===== src/rtl/fb_arb_pkg.sv =====
// Shared types and default sizing for the framebuffer arbiter.
package fb_arb_pkg;

  localparam int unsigned DefaultAw        = 18;
  localparam int unsigned DefaultDw        = 16;
  localparam int unsigned DefaultBurstLen  = 8;
  localparam int unsigned DefaultStarveMax = 16;
  localparam int unsigned DefaultMaxOut    = 8;

  typedef enum logic [1:0] {
    StIdle,
    StDisp,
    StWr
  } arb_state_e;

endpackage


===== src/rtl/fb_arbiter.sv =====
// Two-master framebuffer arbiter: display prefetch reads in bursts, pixel writes with an
// anti-starvation override. Grants are combinational so commands see no added latency.
module fb_arbiter
  import fb_arb_pkg::*;
#(
  parameter int unsigned AW         = DefaultAw,
  parameter int unsigned DW         = DefaultDw,
  parameter int unsigned BURST_LEN  = DefaultBurstLen,
  parameter int unsigned STARVE_MAX = DefaultStarveMax,
  parameter int unsigned MAX_OUT    = DefaultMaxOut
) (
  input  logic          CLK,
  input  logic          RST,
  input  logic          disp_req,
  input  logic [AW-1:0] disp_addr,
  output logic          disp_gnt,
  output logic          disp_rvalid,
  output logic [DW-1:0] disp_rdata,
  input  logic          wr_req,
  input  logic [AW-1:0] wr_addr,
  input  logic [DW-1:0] wr_data,
  output logic          wr_gnt,
  output logic          mem_valid,
  input  logic          mem_ready,
  output logic          mem_we,
  output logic [AW-1:0] mem_addr,
  output logic [DW-1:0] mem_wdata,
  input  logic [DW-1:0] mem_rdata,
  input  logic          mem_rvalid
);

  localparam int unsigned BW = $clog2(BURST_LEN + 1);
  localparam int unsigned OW = $clog2(MAX_OUT + 1);
  localparam int unsigned SW = $clog2(STARVE_MAX + 1);

  arb_state_e    state_q;
  logic [SW-1:0] wait_q;
  logic [BW-1:0] burst_q;
  logic [OW-1:0] out_q;
  logic          starve;
  logic          accept;

  assign starve = (wait_q == SW'(STARVE_MAX));

  // mem_valid is a function of state and requester inputs only, never of mem_ready.
  always_comb begin
    mem_valid = 1'b0;
    mem_we    = 1'b0;
    mem_addr  = disp_addr;
    case (state_q)
      StDisp: mem_valid = disp_req && (out_q < OW'(MAX_OUT));
      StWr: begin
        mem_valid = wr_req;
        mem_we    = 1'b1;
        mem_addr  = wr_addr;
      end
      default: ;
    endcase
    if (RST) mem_valid = 1'b0;
  end

  assign mem_wdata   = wr_data;
  assign accept      = mem_valid && mem_ready;
  assign disp_gnt    = accept && !mem_we;
  assign wr_gnt      = accept && mem_we;
  assign disp_rvalid = mem_rvalid;
  assign disp_rdata  = mem_rdata;

  always_ff @(posedge CLK) begin
    if (RST) begin
      state_q <= StIdle;
      wait_q  <= '0;
      burst_q <= '0;
      out_q   <= '0;
    end else begin
      if (!wr_req || wr_gnt) begin
        wait_q <= '0;
      end else if (!starve) begin
        wait_q <= wait_q + 1'b1;
      end

      // Returns after a reset may outnumber tracked reads, so never decrement past zero.
      if (disp_gnt && !mem_rvalid) begin
        out_q <= out_q + 1'b1;
      end else if (!disp_gnt && mem_rvalid && (out_q != '0)) begin
        out_q <= out_q - 1'b1;
      end

      case (state_q)
        StIdle: begin
          if (wr_req && (out_q == '0) && (starve || !disp_req)) begin
            state_q <= StWr;
          end else if (disp_req && !starve) begin
            state_q <= StDisp;
            burst_q <= '0;
          end
        end
        StDisp: begin
          if (disp_gnt) burst_q <= burst_q + 1'b1;
          if (!disp_req ||
              (disp_gnt && ((burst_q == BW'(BURST_LEN - 1)) || starve))) begin
            state_q <= StIdle;
          end
        end
        StWr: begin
          if (wr_gnt || !wr_req) state_q <= StIdle;
        end
        default: state_q <= StIdle;
      endcase
    end
  end

endmodule


===== config.mk =====
export PLATFORM = sky130hd
export DESIGN_NAME = fb_arbiter
export DESIGN_NICKNAME = d
export VERILOG_FILES = /design/src/rtl/fb_arb_pkg.sv /design/src/rtl/fb_arbiter.sv
export SDC_FILE = /design/constraint.sdc
export NUM_CORES = 1
export LEC_CHECK = 0
export CORE_AREA = 2 2 69 71
export CTS_CLUSTER_SIZE = 30
export DETAILED_ROUTE_END_ITERATION = 10
export DIE_AREA = 0 0 71 73
export GPL_ROUTABILITY_DRIVEN = 0
export PLACE_DENSITY = 0.88
export SYNTH_ARGS = -nofsm -noshare
export SYNTH_HDL_FRONTEND = slang
export SYNTH_SLANG_ARGS = --single-unit

===== constraint.sdc =====
create_clock -name CLK -period 6.4 [get_ports CLK]
set_clock_uncertainty 0.15 [all_clocks]
set_input_delay 1.28 -clock CLK [delete_from_list [all_inputs] [get_ports CLK]]
set_output_delay 1.28 -clock CLK [all_outputs]
set_load 0.02 [all_outputs]

==> results.yml, run 1 <==
drt:
  wl_met2_um: 1881
  wire_per_inst_um: 14.17
  num_vias: 1254
  topRoutingLayerUsed: "met4"
  drtPass1Iterations: 4
  drc: 0
  wl_met3_um: 187
  detail-route-antenna-nets: 0
  via_per_inst: 4.996
  drt_iter0_markers: 49
  wl_met1_um: 1463
  routed_wl_um: 3557
timing:
  final.setup.tns_ns: 0
  min_period_over_period: 0.7477
  fmax_ghz: 0.2090
  slew_headroom: 0.2417
  tightest_slew_ns: 1.137
  rsz0062_at_grt: "no"
  slew_violations: 0
  hold_violations: 0
  setup_viol: 0
  min_period_ns: 4.785
cells_and_area:
  fin_util: 0.4375
  diodes: 0
  finalNetCount: 281
  design_area_mm2: 0.001984
  final_layout_size_suffix_gt1_frac: 0.1675
  syn2layout_area_growth_pct: 32.94
floorplanning:
  die_h_um: 73
  die_area_mm2: 0.005183
  rows: 25
  die_width_um: 71
  num_io_pins: 129
  start_util: 0.3291
  core_mm2: 0.004536
yosys:
  synth_xor_xnor_area_share: 0.02347
  synth_top_flop_cell: "dfxtp_1"
  synth_nets: 249
  yosysMostFrequentCell: "buf_4"
  yosysSeqAreaShare: 0.2012
  async_flop_share: 0
  syn-instance-count: 166
  synth_area_mm2: 0.001493
  ys_ff_latch: 15
  synth_compound_area_frac: 0.1509
  synth_edf_count: 0
  synth_top_family_by_area: "buffers and inverters"
  synth_area_leaders: "dfxtp_1, buf_4, mux2_2, ha_1, a21oi_1"
  post_synth_and_or_nand_nor_area_fraction: 0.2003
  synth_top_area_cell: "dfxtp_1"
  syn_area_per_cell_um2: 8.992
  synth_top_area_share: 0.2012
  synth_mux_area_frac: 0.1425
  synth_common_cells: "buf_4, mux2_2, dfxtp_1"
  yosys_warnings: 0
  synthAdderAreaFrac: 0.08047
  synth_cell_type_count: 46
global_routing:
  grt_pass1_vias: 1209
  grt_max_degree: 27
  overflow: 0
  antenna_found_initial: 0
  grt_use_total: 0.1363
  grt_pass1_wl_um: 5664
worst_setup_path:
  crit_type: "in2out"
  critPathRequiredTime_ns: 4.97
  startpoint_type: "primary input"
  cp-end-kind: "primary output"
  critical_path_peak_fanout: 16
  arrival_ns: 3.36
clock_tree:
  cts_setup_buffers: 0
  ctsHoldBuffers: 0
  clk_latency_ns: 0.26
  clock-sinks: 15
  cts_tree: "done"
  numCtsBuffers: 3
  ctsRootBufferMaster: "clkbuf_8"
  post_cts_resized: 0
  clk_pin_slew_worst_paths_ns: 0.07
  clock_path_buffers: 2
  cts.htree.levels: 1
placement:
  dp_hpwl_um: 2858
  placedInstanceArea_mm2: 0.001938
  portBuffers: 64
job:
  drv_cap: 0
power:
  p_leak_nw: 0.6924
  peakVddDrop_uv: 181.6
  p_per_area_mw_per_mm2: 244.9
  power_mw: 0.4860
worst_hold_path:
  hold_path.class: "reg2reg"
outcome:
  status: "finished clean"
-- where the power goes --
group / total (mW) / internal (mW) / switching (mW)
Combinational: 0.278 / 0.141 / 0.138
Sequential: 0.126 / 0.109 / 0.0174
Clock: 0.0815 / 0.0433 / 0.0382
-- flip-flops by register name, indices dropped and copies added (netlist names) --
| register | flops |
|---|---|
| wait_q | 5 |
| burst_q | 4 |
| out_q | 4 |
| state_q | 2 |
-- cells by family after synthesis --
| kind of cell | after synthesis |
|---|---|
| buf+inv | 47 |
| simple gates | 44 |
| compound gates | 28 |
| mux | 19 |
| flops | 15 |
| fa+ha+maj | 9 |
| xor+xnor | 4 |
-- worst paths after layout --
check,start,endpoint,slack [ns],cells after the start
hold reg to reg,wait_q[1]$_SDFFE_PP0P_,wait_q[1]$_SDFFE_PP0P_,0.34,2
setup / recovery,RST,disp_gnt,1.61,4
hold / removal,wait_q[1]$_SDFFE_PP0P_,wait_q[1]$_SDFFE_PP0P_,0.34,2
setup reg to reg,state_q[0]$_SDFFE_PP0P_,out_q[3]$_SDFFE_PP0P_,3.22,9
-- routing by layer --
metal	global-route usage	up-vias
li1	-	627
met2	0.2388	30
met1	0.1576	593
met3	0.04834	4
met5	0	-
met4	0.03774	0
-- through the flow --
| stage | cells | hold slack (ns) | setup WS [ns] |
|---|---|---|---|
| final | 251 | 0.3384 | 1.615 |
| after global routing | 251 | 0.3713 | 1.522 |
| after CTS | 251 | 0.3322 | 1.634 |
| after detailed placement | 247 | 0.3207 | 1.631 |
| after global placement | 247 | 0.3116 | 1.660 |
| after floorplan | 166 | 0.2956 | 2.829 |
-- final cells by class --
type / count / area (µm²)
fillers: 422 / 2551
multi-input cells: 104 / 892.1
repair buffers: 64 / 640.6
flip-flops and latches: 15 / 300.3
well taps: 54 / 67.56
clock buffers: 3 / 41.29
inverters: 10 / 37.54
clock inverters: 1 / 5.005
-- placed cells by master, fill, tap and decap left out, types with 3 or more instances in the layout --
cell type,Yosys,layout
o21ai_0,6,6
nand3_1,4,4
nor2_1,6,6
mux2_2,18,18
a21oi_1,7,7
inv_1,9,9
clkbuf_8,0,3
clkdlybuf4s50_1,0,64
nand3b_1,3,3
dfxtp_1,15,15
nor3_1,6,6
nor3b_1,4,4
nand2b_1,4,4
nand2_1,3,3
ha_1,8,8
-- worst max-delay path, cell delays in order --
cell	delay [ns]
clkdlybuf4s50_1	0.66
nand3b_2	0.42
nor3_1	0.30
clkdlybuf4s50_1	0.69
No activity file was read; power rests on OpenSTA's default activity.
==> run 2, diff against run 1 <==
- CORE_AREA: 2 2 69 71 -> 2 2 75 77
- DIE_AREA: 0 0 71 73 -> 0 0 77 79
- PLACE_DENSITY: 0.88 -> 0.79
- clock period: 6.4 -> 4 ns (I/O delays scaled with it)
==> run 2 against run 1 <==
Clock power increased by 61%. Final area increased by 1.9%. Global-route usage decreased by 2.3 points. Combinational power increased by 64%. Via count increased by 1.0%. Core utilization decreased by 5.9 points. Critical endpoint is now wr_gnt. Count of clock-buffer cells in the layout unchanged. Worst setup slack got worse by 1.2 ns. Die area increased by 17%. Sequential share of layout area decreased by 0.28 points. Hold slack got worse by 0.0062 ns.
==> results.yml, run 2 (synthesis results as in run 1) <==
floorplanning:
  start_util: 0.2797
  rows: 27
  die_width_um: 77
  die_h_um: 79
  core_mm2: 0.005338
  die_area_mm2: 0.006083
  num_io_pins: 129
global_routing:
  busiest_layer: "met2"
  use_met2: 0.2026
  grt_use_total: 0.1132
  grtUsageMet1: 0.1358
  grt_pass1_wl_um: 5630
  grt_pass1_vias: 1192
  overflow: 0
  grt_use_met3: 0.03409
  grt_max_degree: 16
  antenna_found_initial: 0
timing:
  final.setup.tns_ns: 0
  min_period_over_period: 0.8951
  rsz0062_at_grt: "no"
  min_period_ns: 3.580
  hold_violations: 0
  slew_violations: 0
  fmax_ghz: 0.2793
  slew_headroom: 0.5647
  setup_viol: 0
  tightest_slew_ns: 0.6470
drt:
  drt_iter0_markers: 31
  drc: 0
  num_vias: 1267
  detail-route-antenna-nets: 0
  drtPass1Iterations: 4
  wire_per_inst_um: 13.60
  via_per_inst: 4.675
  routed_wl_um: 3685
worst_setup_path:
  reg2reg_depth: 10
  endpoint: "wr_gnt"
  arrival_ns: 2.63
  reg2reg_to: "out_q[3]$_SDFFE_PP0P_"
  cp-end-kind: "primary output"
  crit_cells: 5
  worst_r2r_startpoint: "state_q[0]$_SDFFE_PP0P_"
  path_cells: "clkdlybuf4s50_1 -> and3b_2 -> a21oi_1 -> nor3_1 -> clkdlybuf4s50_1"
  critPathRequiredTime_ns: 3.05
  crit_type: "in2out"
  crit_start: "disp_req"
  critical_path_peak_fanout: 6
  cp_top_family: "buffers and inverters"
  startpoint_type: "primary input"
  crit_slowest_cell: "clkdlybuf4s50_1"
  max_stage_delay_ns: 0.64
  path_common_cell: "clkdlybuf4s50_1"
  rrSetupSlack_ns: 0.76
  worst-path-buf-inv: 2
cells_and_area:
  finalNetCount: 283
  top_register: "wait_q"
  final_layout_size_suffix_gt1_frac: 0.1759
  top_regs: "wait_q (5), burst_q (4), out_q (4)"
  syn2layout_area_growth_pct: 35.46
  largest_reg_flops: 5
  diodes: 0
  layout_common_cells: "clkdlybuf4s50_1, mux2_2, dfxtp_1"
  layout_commonest_cell: "clkdlybuf4s50_1"
clock_tree:
  cts_tree: "done"
  clock-sinks: 15
  cts_setup_buffers: 0
  clk_latency_ns: 0.26
  post_cts_resized: 0
  clock_path_buffers: 2
  clk_pin_slew_worst_paths_ns: 0.06
  numCtsBuffers: 3
  ctsRootBufferMaster: "clkbuf_8"
  cts.htree.levels: 1
  ctsHoldBuffers: 0
outcome:
  status: "finished clean"
power:
  p_per_area_mw_per_mm2: 389.8
  power_mw: 0.7882
  peakVddDrop_uv: 180.5
  p_leak_nw: 0.7026
placement:
  portBuffers: 64
  dp_hpwl_um: 2957
job:
  drv_cap: 0
worst_hold_path:
  hold_path.class: "reg2reg"
## run 2: changes by cell type in the layout (fill, tap and decap cells not counted), sizes merged
cell  previous run  this run
buf              0         2
## run 2: worst min-delay path by stage
stage,to,depth (start not counted),startpoint
floorplan,burst_q[3]$_SDFFE_PP0P_,2,burst_q[3]$_SDFFE_PP0P_
finish,burst_q[3]$_SDFFE_PP0P_,2,burst_q[3]$_SDFFE_PP0P_
global placement,burst_q[3]$_SDFFE_PP0P_,2,burst_q[3]$_SDFFE_PP0P_
detailed placement,burst_q[3]$_SDFFE_PP0P_,2,burst_q[3]$_SDFFE_PP0P_
global route,burst_q[3]$_SDFFE_PP0P_,2,burst_q[3]$_SDFFE_PP0P_
CTS,burst_q[3]$_SDFFE_PP0P_,2,burst_q[3]$_SDFFE_PP0P_
## run 2: where the power goes
group / leakage [nW] / internal, mW / total, mW / switching (mW)
logic: 0.555 / 0.228 / 0.455 / 0.227
clock network: 0.0255 / 0.0693 / 0.131 / 0.0614
registers: 0.122 / 0.174 / 0.203 / 0.0289
## run 2: final cells by class
cell class                 count  area [µm²]
timing repair buffer          66       655.6
sequential                    15       300.3
fill                         558        3316
clock buffer                   3       41.29
tap                           72       90.09
clock inverter                 1       5.005
multi-input combinational    104       892.1
inverter                      10       37.54
## run 2: tightest hold or removal path, cell delays in order, from the launching register on
cell      delay [ns]
dfxtp_1         0.32
o31ai_1         0.06
a21boi_1        0.05
## run 2: per-stage QoR
| step | utilization | instance area (µm²) | hold slack [ns] | std cells | setup slack [ns] |
|---|---|---|---|---|---|
| 4_1_cts | 0.3788 | 2022 | 0.3376 | 271 | 0.4204 |
| 5_1_grt | 0.3788 | 2022 | 0.3483 | 271 | 0.2868 |
| 2_1_floorplan | - | 1493 | 0.2956 | 166 | 1.075 |
| 6_report | 0.3788 | 2022 | 0.3322 | 271 | 0.4198 |
| 3_5_place_dp | 0.3701 | 1976 | 0.3198 | 267 | 0.4287 |
| 3_3_place_gp | 0.3701 | 1976 | 0.3094 | 267 | 0.4279 |
## run 2: metal layers
metal | vias to the layer above | wire, µm
met5 | - | 0
met4 | 0 | 18
met3 | 2 | 199
met2 | 29 | 1947
met1 | 602 | 1520
li1 | 634 | -
==> run 3, diff against run 2 <==
- RECOVER_POWER: not set -> 100
- REMOVE_ABC_BUFFERS: not set -> 1
==> run 3 against run 2 <==
Hold slack improved by 0.025 ns. Via count rose by 3.0%. Non-clock buffer count is 1 lower.
==> results.yml, run 3 (synthesis results as in run 1) <==
outcome:
  status: "finished clean"
job:
  drv_cap: 0
timing:
  min_period_over_period: 0.9237
  hold_ws_ns: 0.3570
  fmax_ghz: 0.2707
  slew_headroom: 0.2811
  slew_violations: 0
  min_period_ns: 3.695
  hold_violations: 0
  final.setup.tns_ns: 0
  setup_viol: 0
  tightest_slew_ns: 1.078
  rsz0062_at_grt: "no"
clock_tree:
  clock-sinks: 15
  clock_path_buffers: 2
  numCtsBuffers: 3
  clk_pin_slew_worst_paths_ns: 0.06
  clk_latency_ns: 0.25
  cts.htree.levels: 1
  ctsRootBufferMaster: "clkbuf_8"
  ctsHoldBuffers: 0
  cts_setup_buffers: 0
  post_cts_resized: 0
  cts_tree: "done"
cells_and_area:
  diodes: 0
  layout_common_cells: "clkdlybuf4s50_1, dlygate4sd3_1, mux2_2"
  finalNetCount: 282
  final_layout_size_suffix_gt1_frac: 0.1515
  syn2layout_area_growth_pct: 32.27
  largest_reg_flops: 5
  layout_commonest_cell: "clkdlybuf4s50_1"
  top_register: "wait_q"
  top_regs: "wait_q (5), burst_q (4), out_q (4)"
  fillCellCount: 579
worst_hold_path:
  hold_path.class: "reg2reg"
  min_path_cells: 2
worst_setup_path:
  crit_type: "reg2out"
  cp-end-kind: "primary output"
  reg2reg_depth: 9
  startpoint_type: "flop"
  critical_path_peak_fanout: 26
  arrival_ns: 2.74
  critPathRequiredTime_ns: 3.05
global_routing:
  grt_pass1_wl_um: 6341
  grt_use_total: 0.1303
  overflow: 0
  grt_max_degree: 27
  grt_pass1_vias: 1263
  antenna_found_initial: 0
drt:
  drt_iter0_markers: 33
  drc: 0
  drtPass1Iterations: 4
  wl_met2_um: 1993
  num_vias: 1305
  detail-route-antenna-nets: 0
  topRoutingLayerUsed: "met4"
  wire_per_inst_um: 15.12
  via_per_inst: 4.833
  wl_met3_um: 391
  routed_wl_um: 4082
  wl_met1_um: 1679
power:
  peakVddDrop_uv: 223.9
  p_leak_nw: 0.7099
  p_per_area_mw_per_mm2: 372.6
placement:
  dp_hpwl_um: 3312
  portBuffers: 64
floorplanning:
  core_mm2: 0.005338
  rows: 27
  die_h_um: 79
  die_area_mm2: 0.006083
  start_util: 0.2797
  die_width_um: 77
  num_io_pins: 129
-- run 3: worst paths after layout --
check	endpoint	start	slack [ns]
setup reg to reg	out_q[3]$_SDFFE_PP0P_	state_q[0]$_SDFFE_PP0P_	0.58
hold / removal	burst_q[1]$_SDFFE_PP0P_	burst_q[1]$_SDFFE_PP0P_	0.36
setup / recovery	mem_valid	state_q[0]$_SDFFE_PP0P_	0.31
hold reg to reg	burst_q[1]$_SDFFE_PP0P_	burst_q[1]$_SDFFE_PP0P_	0.36
-- run 3: final cells by class --
cell class	instances	area, µm²	share of cell area
inverter	10	37.54	0.01901
multi-input combinational	104	853.3	0.4322
clock buffer	4	45.04	0.02281
timing repair buffer	65	648.1	0.3283
tap	72	90.09	0.04563
sequential	15	300.3	0.1521
-- run 3: power breakdown --
| group | total [mW] | switching, mW | internal [mW] |
|---|---|---|---|
| sequential | 0.202 | 0.0279 | 0.174 |
| combinational | 0.405 | 0.204 | 0.201 |
| clock | 0.129 | 0.0581 | 0.0708 |
| total | 0.736 | 0.290 | 0.446 |
-- run 3: worst max-delay path, cell delays in order, from the launching register on --
cell	delay [ns]
dfxtp_1	0.31
inv_1	0.09
ha_1	0.88
a21oi_1	0.21
nor3b_1	0.28
dlygate4sd3_1	0.71
-- run 3: metal layers --
layer,global-route usage,vias to the layer above
li1,-,628
met1,0.1590,612
met2,0.1965,61
met3,0.07614,4
met4,0.03036,0
met5,0.009091,-
-- run 3: metrics by stage --
stage                     cell area, µm²  power [mW]  cells  setup slack, ns    util
after floorplan                     1230      0.4963    129            1.111       -
after global placement              1968      0.6361    266           0.4639  0.3687
after detailed placement            1968      0.6474    266           0.3961  0.3687
after CTS                           2013      0.7785    270           0.3255  0.3772
after global routing                1974      0.7912    270          0.07875  0.3699
final                               1974      0.7357    270           0.3053  0.3699
==> patch 1: new RTL, settings of run 3 <==
The package constant `DefaultDw` goes from 16 to 18.
--- a/src/rtl/fb_arb_pkg.sv
+++ b/src/rtl/fb_arb_pkg.sv
@@ -2,7 +2,7 @@
 package fb_arb_pkg;
 
   localparam int unsigned DefaultAw        = 18;
-  localparam int unsigned DefaultDw        = 16;
+  localparam int unsigned DefaultDw        = 18;
   localparam int unsigned DefaultBurstLen  = 8;
   localparam int unsigned DefaultStarveMax = 16;
   localparam int unsigned DefaultMaxOut    = 8;
Ports: changed (resized disp_rdata, mem_rdata, mem_wdata and wr_data); port bits go from 129 to 137. The function was not compared with the original's and may differ.
==> patch 1 against run 3 <==
  * Cell area is the same
  * Final cell count is the same
  * Sequential cell count is the same
  * Total power grew 0.11%
  * Sequential power is essentially flat
  * Routed wire length grew 3.7%
  * Register-to-register slack is essentially flat
  * Die area is the same
  * Synthesized area grew 2.0%
  * Sequential share of layout area is the same
  * Worst setup slack gained 20 ps
  * Non-clock buffer count is the same
  * Highest routed layer unchanged
  * Synthesized cell count grew 2.4%
==> patch 1: results (changes against run 3) <==
.. list-table::
   :header-rows: 1

   * - Metric
     - Value
   * - Overall routing resource usage
     - 13.4% (+0.41 points)
   * - Maximum count of clock buffers along a single path
     - 2 (unchanged)
   * - Average detailed-routed wire length per instance
     - 15.7 um (+3.7%)
   * - Global-route met3 utilization
     - 7.95% (+0.34 points)
   * - Synth top cells by count
     - buf_4 (37), mux2_2 (18), dfxtp_1 (15)
   * - Number of buffers inserted to repair setup after CTS
     - 0 (unchanged)
   * - Met2 routing resource usage after global routing
     - 20.1% (+0.44 points)
   * - Final nets
     - 286 (+1.4%)
   * - Htree depth
     - 1 (unchanged)
   * - Max Cap Viol
     - 0 (unchanged)
   * - Registers with the most flip-flops
     - wait_q: 5 flops, burst_q: 4 flops, out_q: 4 flops
   * - GR Util met1
     - 16.9% (+1.0 points)
   * - HPWL Detailed
     - 3440 um (+3.8%)
   * - Share of the yosys chip area belonging to registers
     - 19.7% (-0.40 points)
   * - Pin slew with the least headroom to its limit
     - 1080 ps (-0.828 ps)
   * - Vias/cell
     - 4.87 (+0.69%)
   * - Proportion of synthesized flip-flops having asynchronous set or reset
     - 0% (unchanged)
   * - Maximum vdd drop
     - 0.225 mV (+0.65%)
   * - Global route total overflow
     - 0 (unchanged)
   * - Status
     - finished, final reports clean
   * - Arrival @ worst endpoint
     - 2730 ps (about the same)
   * - Final Hold Slack
     - 356 ps (-0.580 ps)
   * - Diodes inserted
     - 0 (unchanged)
   * - Critical path's slowest cell
     - ha_1
   * - Via count of the first global-routing pass
     - 1260 (-0.24%)
   * - Hold crit path type
     - flop to flop
   * - Wire length of the first global-routing pass
     - 6490 um (+2.4%)
   * - Synth top area cells
     - dfxtp_1 (20%), buf_4 (18%), mux2_2 (13%)
## patch 1: cell types whose count changed after synthesis
cell   change
buf_4      +4
## patch 1: power by group
group	internal (mW)	switching, mW
registers	0.174	0.0284
logic	0.202	0.204
clock network	0.0708	0.0584
total	0.446	0.290
## patch 1: final cells by class
class	instances	area [um^2]	area share, %
inverters	10	37.5	1.90
multi-input cells	104	853	43.2
clock buffers	4	45.0	2.28
well taps	72	90.1	4.56
repair buffers	65	648	32.8
flip-flops and latches	15	300	15.2
## patch 1: layer usage
layer | part of all wire (%) | up-vias | routed length, um
li1 | - | 628 | -
met1 | 43 | 625 | 1800
met2 | 48 | 57 | 2010
met3 | 9.5 | 4 | 401
met5 | 0 | - | 0
met4 | 0.40 | 0 | 17
## patch 1: worst paths after layout
path / startpoint / end / depth (start not counted)
hold reg to reg: burst_q[1]$_SDFFE_PP0P_ / burst_q[1]$_SDFFE_PP0P_ / 2
hold / removal: burst_q[1]$_SDFFE_PP0P_ / burst_q[1]$_SDFFE_PP0P_ / 2
setup reg to reg: state_q[0]$_SDFFE_PP0P_ / out_q[3]$_SDFFE_PP0P_ / 9
setup / recovery: state_q[0]$_SDFFE_PP0P_ / mem_valid / 5
## patch 1: worst reg2reg max path, delay by kind of cell, from the launching register on
kind | cells | cell delay, ps
DFF | 1 | 340
adders and majority gates | 2 | 900
AOI/OAI and AO/OA | 4 | 740
and+or+nand+nor | 1 | 880
buffers and inverters | 2 | 290
## patch 1: metrics by stage
stage / std cells / setup slack [ps]
finish: 270 / 325
global route: 270 / 78.8
CTS: 270 / 325
detailed placement: 266 / 396
global placement: 266 / 464
floorplan: 129 / 1110
## patch 1: cells by family after synthesis
group,Yosys count,share of synthesized area (%)
buffers and inverters,51,21.7
and+or+nand+nor,44,19.6
xor gates and xnor gates,4,2.30
adders and majority gates,9,7.89
DFF,15,19.7
muxes,19,14.0
AOI/OAI and AO/OA,28,14.8
==> patch 2: new RTL, flow settings as in run 3 <==
Without the edit above. Reset style: asynchronous (`RST`), changed in one clocked block.
--- a/src/rtl/fb_arbiter.sv
+++ b/src/rtl/fb_arbiter.sv
@@ -66,7 +66,7 @@
   assign disp_rvalid = mem_rvalid;
   assign disp_rdata  = mem_rdata;
 
-  always_ff @(posedge CLK) begin
+  always_ff @(posedge CLK or posedge RST) begin
     if (RST) begin
       state_q <= StIdle;
       wait_q  <= '0;
Behaviour: differs if RST is asserted again (counterexample within 4 cycles, from zero or initial values and one cycle with RST high); with RST held inactive, the same outputs for 10 cycles.
==> patch 2 against run 3 <==
  * Fmax increased by 1.7%
  * First-iteration DRC count fell by 30%
  * Non-clock buffer count increased by 1
  * Routed wire length decreased by 6.6%
  * Total power decreased by 7.0%
  * Worst setup slack better by 60 ps
  * Sequential cell count unchanged
  * Synthesized area shrank 3.6%
  * Cell area fell by 1.9%
  * Sequential share of layout area grew 4.2 points
==> patch 2: results (changes against run 3) <==
.. list-table::
   :header-rows: 1

   * - Metric
     - Value
   * - Net switching power
     - 248 uW (-14%)
   * - Placement-stage cell area
     - 0.00193 mm^2 (-2.0%)
   * - Wire length of the first global-routing pass
     - 6160 um (-2.8%)
   * - Average detailed-routed wire length per instance
     - 14.9 um (-1.5%)
   * - Post-placement worst setup slack
     - 369 ps (-27.3 ps)
   * - Proportion of synthesized flip-flops having asynchronous set or reset
     - 100% (+100 points)
   * - Number of antenna violations at the first check in global routing
     - 0 (unchanged)
   * - Max Fanout on Critical Path
     - 6 (-77%)
   * - HPWL Detailed
     - 3060 um (-7.7%)
   * - Drt pass-1 iters
     - 4 (unchanged)
   * - Arrival @ worst endpoint
     - 2680 ps (-60 ps)
   * - Routed via count
     - 1212 (-7.1%)
   * - Fraction of final layout cells with drive strength greater than 1
     - 13.6% (-1.6 points)
   * - Share of the yosys chip area belonging to registers
     - 26.1% (+6.0 points)
   * - Maximum number of pins on one net before global-route repair
     - 24 (-11%)
   * - Count of routing violations after the opening detailed-route iteration
     - 23 (-30%)
   * - Status
     - finished, final reports clean
   * - Via count of the first global-routing pass
     - 1335 (+5.7%)
   * - Maximum vdd drop
     - 0.109 mV (-51%)
   * - Pin slew with the least headroom to its limit
     - 1410 ps (+328 ps)
   * - Maximum count of clock buffers along a single path
     - 2 (unchanged)
   * - Total Routed Length
     - 3810 um (-6.6%)
   * - Placed instance count
     - 252 (-5.3%)
   * - Overall routing resource usage
     - 12.7% (-0.34 points)
   * - CTS Root Cell
     - clkbuf_8
   * - Total of warnings raised by yosys
     - 0 (unchanged)
   * - Leakage power figure
     - 0.805 nW (+13%)
   * - Count of instances resized after the clock tree is built
     - 0 (unchanged)
   * - Diodes inserted
     - 0 (unchanged)
   * - Reported combinational group power
     - 328 uW (-19%)
   * - Mapped Avg Cell Area
     - 9.66 um^2 (+7.4%)
   * - Number of buffers inserted to repair setup after CTS
     - 0 (unchanged)
   * - Remaining number of nets flagged by the antenna check after routing
     - 0 (unchanged)
   * - Worst-Skew Late Latency
     - 250 ps (about the same)
   * - Registers with the most flip-flops
     - wait_q: 5 flops, burst_q: 4 flops, out_q: 4 flops
   * - Clock transition time at the flip-flop clock pins of the worst setup and hold paths
     - 60 ps (about the same)
   * - Final nets
     - 268 (-5.0%)
   * - Sequential power
     - 230 uW (+14%)
   * - Distinct cells, synth
     - 38 (-17%)
   * - Htree depth
     - 1 (unchanged)
   * - Number of port buffers
     - 64 (unchanged)
   * - Hold crit path type
     - flop to flop
   * - Synth top cells by count
     - buf_4 (33), mux2_2 (20), dfrtp_1 (15)
   * - Total power density per cell area
     - 353 mW/mm^2 (-5.2%)
   * - Synth top area cells
     - dfrtp_1 (26%), buf_4 (17%), mux2_2 (16%)
   * - Total clock buffers created by CTS
     - 3 (unchanged)
[patch 2: cells by family (layout without fill, tap and decap cells)]
kind of cell               Yosys count  after routing  synth area share [%]
AOI/OAI and AO/OA                   14             14                  8.17
xor gates and xnor gates             7              7                  4.26
adders and majority gates            9              9                  8.35
buffers and inverters               42             77                  19.6
DFF                                 15             15                  26.1
muxes                               23             23                  17.7
and+or+nand+nor                     39             39                  15.8
[patch 2: worst max-delay path, cell delays in order]
cell and delay [ps]:
clkdlybuf4s50_1 520, nand2_1 160, o21ai_0 180, and3_1 200, and3_1 150, dlygate4sd3_1 680
[patch 2: cell type report]
| type | count | area, um^2 |
|---|---|---|
| well taps | 72 | 90.1 |
| multi-input cells | 92 | 751 |
| fillers | 564 | 3400 |
| inverters | 7 | 26.3 |
| clock buffers | 4 | 45.0 |
| flip-flops and latches | 15 | 375 |
| repair buffers | 66 | 649 |
[patch 2: path summary, 6_finish.rpt]
kind / start / end / slack [ps] / cells past startpoint
min in group asynchronous: RST / out_q[3]$_DFFE_PP0P_ / 1130 / 3
min: burst_q[2]$_DFFE_PP0P_ / burst_q[2]$_DFFE_PP0P_ / 360 / 1
max in group asynchronous: RST / wait_q[2]$_DFFE_PP0P_ / 2050 / 3
min reg2reg: burst_q[2]$_DFFE_PP0P_ / burst_q[2]$_DFFE_PP0P_ / 360 / 1
max reg2reg: state_q[0]$_DFFE_PP0P_ / burst_q[3]$_DFFE_PP0P_ / 740 / 7
max: disp_req / wr_gnt / 370 / 6
[patch 2: per-layer routing]
layer	GRT usage (%)	vias up	share of wire [%]
li1	-	556	-
met1	13.3	552	37
met2	20.1	99	45
met3	8.98	5	17
met4	4.29	0	1.5
met5	0.909	-	0
